[src/rtl/jk_mod_counter_if.sv]
// Control/data bundle between a jk_mod_counter stage and whatever drives it.
// The driver side loads, enables and steers the counter; the counter returns Q, CO and ILL.
interface jk_mod_counter_if #(
  parameter int WIDTH = 4
);
  logic             LD;
  logic             EP;
  logic             ET;
  logic             UD;
  logic [WIDTH-1:0] D;
  logic [WIDTH-1:0] Q;
  logic             CO;
  logic             ILL;

  modport master (
    output LD, EP, ET, UD, D,
    input  Q, CO, ILL
  );

  modport slave (
    input  LD, EP, ET, UD, D,
    output Q, CO, ILL
  );
endinterface

[src/rtl/jk_mod_counter.sv]
// Modulo-MOD up/down counter built from per-bit JK next-state logic, with
// parallel load, cascade enables, terminal count and self-starting recovery.
module jk_mod_counter #(
  parameter int WIDTH = 4,
  parameter int MOD   = 10
) (
  input  logic              CP,
  input  logic              CR,
  jk_mod_counter_if.slave   bus
);

  localparam logic [WIDTH:0]   MOD_EXT = (WIDTH+1)'(MOD);
  localparam logic [WIDTH-1:0] LAST    = WIDTH'(MOD - 1);
  localparam logic [WIDTH-1:0] ZERO    = {WIDTH{1'b0}};

  typedef enum logic [1:0] {
    M_HOLD    = 2'd0,
    M_LOAD    = 2'd1,
    M_COUNT   = 2'd2,
    M_RECOVER = 2'd3
  } jk_mode_e;

  logic [WIDTH-1:0] q_r;
  logic [WIDTH-1:0] toggle_s;
  logic [WIDTH-1:0] recover_s;
  logic [WIDTH-1:0] j_s;
  logic [WIDTH-1:0] k_s;
  logic [WIDTH-1:0] q_next_s;
  logic             ill_s;
  logic             at_last_s;
  logic             at_zero_s;
  logic             co_s;
  jk_mode_e         mode_s;

  // Binary increment: bit i toggles when every lower bit is 1.
  function automatic logic [WIDTH-1:0] up_toggle(input logic [WIDTH-1:0] q);
    logic carry;
    carry = 1'b1;
    for (int i = 0; i < WIDTH; i++) begin
      up_toggle[i] = carry;
      carry        = carry & q[i];
    end
  endfunction

  // Binary decrement: bit i toggles when every lower bit is 0.
  function automatic logic [WIDTH-1:0] down_toggle(input logic [WIDTH-1:0] q);
    logic borrow;
    borrow = 1'b1;
    for (int i = 0; i < WIDTH; i++) begin
      down_toggle[i] = borrow;
      borrow         = borrow & ~q[i];
    end
  endfunction

  assign ill_s     = ({1'b0, q_r} >= MOD_EXT);
  assign at_last_s = (q_r == LAST);
  assign at_zero_s = (q_r == ZERO);
  assign recover_s = bus.UD ? ZERO : LAST;

  // Select what the JK inputs do this cycle, in priority order.
  always_comb begin
    mode_s = M_HOLD;
    if (!bus.LD) begin
      mode_s = M_LOAD;
    end else if (bus.EP && bus.ET) begin
      mode_s = ill_s ? M_RECOVER : M_COUNT;
    end else begin
      mode_s = M_HOLD;
    end
  end

  // Toggle terms; at the wrap point, toggle exactly the bits that differ from the wrap target.
  always_comb begin
    toggle_s = ZERO;
    if (bus.UD) begin
      toggle_s = at_last_s ? q_r : up_toggle(q_r);
    end else begin
      toggle_s = at_zero_s ? (q_r ^ LAST) : down_toggle(q_r);
    end
  end

  // Per-bit J/K drive for each mode.
  always_comb begin
    j_s = ZERO;
    k_s = ZERO;
    case (mode_s)
      M_LOAD: begin
        j_s = bus.D;
        k_s = ~bus.D;
      end
      M_COUNT: begin
        j_s = toggle_s;
        k_s = toggle_s;
      end
      M_RECOVER: begin
        j_s = recover_s;
        k_s = ~recover_s;
      end
      default: begin
        j_s = ZERO;
        k_s = ZERO;
      end
    endcase
  end

  assign q_next_s = (j_s & ~q_r) | (~k_s & q_r);

  // State bits; CR clears asynchronously and dominates the clock.
  always_ff @(posedge CP or negedge CR) begin
    if (!CR) begin
      q_r <= ZERO;
    end else begin
      q_r <= q_next_s;
    end
  end

  assign co_s    = bus.ET & (bus.UD ? at_last_s : at_zero_s);
  assign bus.Q   = q_r;
  assign bus.CO  = co_s;
  assign bus.ILL = ill_s;

endmodule
[src/flat_wrapper.sv]
// flat-port wrapper written by rule: the top's interface ports become plain ports
module jk_mod_counter_flat 
#(
  parameter int WIDTH = 4,
  parameter int MOD   = 10
)
  (CP, CR, bus_LD, bus_EP, bus_ET, bus_UD, bus_D, bus_Q, bus_CO, bus_ILL);
  jk_mod_counter_if #(.WIDTH(WIDTH)) bus_i ();
  input  logic CP;
  input  logic CR;
  input wire logic [$bits(bus_i.LD)-1:0] bus_LD;
  input wire logic [$bits(bus_i.EP)-1:0] bus_EP;
  input wire logic [$bits(bus_i.ET)-1:0] bus_ET;
  input wire logic [$bits(bus_i.UD)-1:0] bus_UD;
  input wire logic [$bits(bus_i.D)-1:0] bus_D;
  output wire logic [$bits(bus_i.Q)-1:0] bus_Q;
  output wire logic [$bits(bus_i.CO)-1:0] bus_CO;
  output wire logic [$bits(bus_i.ILL)-1:0] bus_ILL;
  assign bus_i.LD = bus_LD;
  assign bus_i.EP = bus_EP;
  assign bus_i.ET = bus_ET;
  assign bus_i.UD = bus_UD;
  assign bus_i.D = bus_D;
  assign bus_Q = bus_i.Q;
  assign bus_CO = bus_i.CO;
  assign bus_ILL = bus_i.ILL;
  jk_mod_counter #(.WIDTH(WIDTH), .MOD(MOD)) u_core (.CP(CP), .CR(CR), .bus(bus_i));
endmodule
[config.mk]
export PLATFORM = sky130hd
export DESIGN_NAME = jk_mod_counter_flat
export DESIGN_NICKNAME = d
export VERILOG_FILES = /design/src/rtl/jk_mod_counter_if.sv /design/src/rtl/jk_mod_counter.sv /design/src/flat_wrapper.sv
export SDC_FILE = /design/constraint.sdc
export NUM_CORES = 1
export LEC_CHECK = 0
export CORE_AREA = 5 5 42 44
export DETAILED_ROUTE_END_ITERATION = 16
export DIE_AREA = 0 0 47 49
export PLACE_DENSITY = 0.61
export SYNTH_ARGS = -nofsm -noshare
export SYNTH_HDL_FRONTEND = slang
export SYNTH_SLANG_ARGS = --single-unit
[constraint.sdc]
create_clock -name CP -period 1.6 [get_ports CP]
set_input_delay 0.32 -clock CP [delete_from_list [all_inputs] [get_ports CP]]
set_output_delay 0.32 -clock CP [all_outputs]
set_load 0.02 [all_outputs]
==> summary.md <==
| Metric | Value |
|---|---|
| Outcome | `finished clean` |
| Post-DP HPWL | `840 µm` |
| Non-filler cells, final | `90` |
| Worst vdd ir | `0.361 mV` |
| Vias in the first global route | `430` |
| P per Cell Area | `716 mW/mm²` |
| Maximum net fanout on the critical path | `2` |
| Seq/Total Area, Yosys | `0.264` |
| Clock Pin Slew Worst Setup and Hold Paths | `0.04 ns` |
| DRC Markers | `0` |
| Drt wl/cell | `12.0 µm` |
| Routing usage on met1 | `0.124` |
| GRT busiest layer | `met2` |
| Core box area | `0.00140 mm²` |
| DP Area | `597 µm²` |
| Place WS | `-0.583 ns` |
| Multiplexer share of the synthesized area | `0` |
| Met3 global-route usage | `0.0443` |
| Post-synth top area share | `0.264` |
| Hold Path Class | `in -> async` |
| Number of buffers added on ports | `15` |
| RSZ-0062 raised after global routing | `true` |
| Die Y | `49 µm` |
| Drt first-iter violations | `6` |
| Setup TNS | `0 ns` |
| Met2 GRT Util | `0.172` |
| Post-synth cell types | `28` |
| I/O pin count | `16` |
| CTS root buf | `clkbuf_4` |
| Area of the multi-input gates | `254 µm²` |
| Number of synthesized flops with an enable pin | `0` |
| WP data required | `1.28 ns` |
| CTS tree | `yes` |
| Post CTS Setup Buffer Count | `0` |
| Worst Tran Pin Value | `0.425 ns` |
| XOR/XNOR Fraction of Synth Area | `0.0462` |
| WL final | `1080 µm` |
| Final period util | `0.965` |
| GRT Overall Usage | `0.106` |
| Final hold violations | `0` |
| Detailed-route via count | `474` |
| Layout cells sized above 1 | `0.257` |
| Max-cap violations | `0` |
| Syn Inst Count | `51` |
| Mapped Nets | `61` |
| Initial core utilization | `0.271` |
| CTS Sinks | `4` |
| Number of synthesis warnings | `0` |
| Post-synth top area cell | `dfrtp_1` |
| Top cells by area, synth | `dfrtp_1 26%, nor2_1 6.9%, a2111oi_0 6.9%` |
| Synthesis-stage register bit count | `4` |
| Final WS setup | `0.0561 ns` |
| Commonest cells after routing, fill and taps aside | `9 x buf_4, 8 x clkdlybuf4s50_1, 7 x nor2_1` |
| Compound-Gate Fraction of Synth Area | `0.261` |
| Routed Antenna Nets | `0` |
| Final #Nets | `86` |
| Startpoint Class | `flip-flop` |
| Max Root-Sink Buffers | `2` |
| Pwr Total | `0.454 mW` |
| Clock Skews | `0.00343 ns` |
| First-pass GRT wire length | `1830 µm` |
| Max FFs per register | `4` |
| Final Max Tran Viols | `0` |
| CP Data Arrival Time | `1.22 ns` |
| Ant. Diodes | `0` |
| Die Width | `47 µm` |
| Top_reg_cell synth | `dfrtp_1` |
| Vias per inst | `5.27` |
| Clock Latency Late Sink | `0.23 ns` |
| Crit path time final | `1.54 ns` |
| Dpl cells | `87` |
| # fillers | `144` |
| Avg Cell Area, Syn | `7.43 µm²` |
| Slew margin rel. | `0.709` |
| Final setup violation count | `0` |
| Register area | `100 µm²` |
| Util after Layout | `0.453` |
| FP Rows | `14` |
| Ys async rst share | `1.00` |
| GP Congestion | `0.778` |
| Reg-to-reg setup timing slack | `0.14 ns` |
| Simple-gate portion of the synthesized area | `0.327` |
| Syn-to-layout area delta | `67.3%` |
| Antenna violations before repair | `0` |
| Worst setup EP type | `output pin` |
| Leakage | `0.265 nW` |
| CTS buffer count | `3` |
| Combinational family with the most area after synthesis | `simple AND/OR/NAND/NOR gates` |
| Drt pass-1 iters | `4` |
| Fin Hold WS | `0.285 ns` |
| F_max | `648 MHz` |
| Gr ovfl total | `0` |
| Number of H-tree levels | `1` |
| Most common cell after layout, fill and taps aside | `buf_4` |
| Die Area | `0.00230 mm²` |
| CTS Hold Bufs | `0` |
| Mapped Area | `379 µm²` |
| Crit Path Class | `reg -> out` |
| Largest net degree at the start of global routing | `12` |
| Synth Area in Adders | `0` |
| Design area | `634 µm²` |
timing repair:
action	4_1_cts	5_1_grt
endpoints found under the hold margin	0	0
endpoints found under the setup margin	7	4
resized for setup	12	9
pin swaps	0	2
worst max-delay path, stage by stage (launching register included):
cell and delay (ns):
dfrtp_1 0.38, or2_4 0.24, o21ai_2 0.09, and3_1 0.16
buf_6 0.12
routing by layer:
metal  share of wire  wire, µm  up-vias
met2            0.50       541       18
met1            0.41       443      218
met5               0         0        -
li1                -         -      236
met4           0.018        19        0
met3           0.070        76        2
power breakdown:
part | total (mW) | switching, mW | leakage [nW] | internal [mW]
sequential | 0.125 | 0.0107 | 0.0452 | 0.114
clock | 0.125 | 0.0411 | 0.0138 | 0.0839
combinational | 0.204 | 0.103 | 0.206 | 0.101
cells in the mapped netlist, types with 2 or more instances:
cell type  count
o21ai_0        3
buf_2          4
dfrtp_1        4
nor2_1         7
nand2_1        4
nand2b_1       3
a2111oi_0      3
nand3_1        2
nor3_1         2
worst paths after layout:
check,from,end,depth (start not counted)
max in group asynchronous,CR,u_core.bus.Q[2]$_DFF_PN0_,1
max,u_core.bus.Q[0]$_DFF_PN0_,bus_CO,4
min,CR,u_core.bus.Q[0]$_DFF_PN0_,1
min reg2reg,u_core.bus.Q[3]$_DFF_PN0_,u_core.bus.Q[2]$_DFF_PN0_,2
max reg2reg,u_core.bus.Q[2]$_DFF_PN0_,u_core.bus.Q[1]$_DFF_PN0_,5
min in group CP,bus_D[0],u_core.bus.Q[0]$_DFF_PN0_,3
layout make-up:
cell class,count,area share
repair buffers,26,0.369
inverters,1,0.00592
flip-flops and latches,4,0.158
multi-input cells,40,0.400
clock buffers,3,0.0355
well taps,16,0.0316
cells by family after synthesis:
| group | after synthesis |
|---|---|
| buf+inv | 7 |
| simple gates | 24 |
| flops | 4 |
| compound gates | 14 |
| xor+xnor | 2 |
Note: power is estimated with default switching activity, not from simulation.
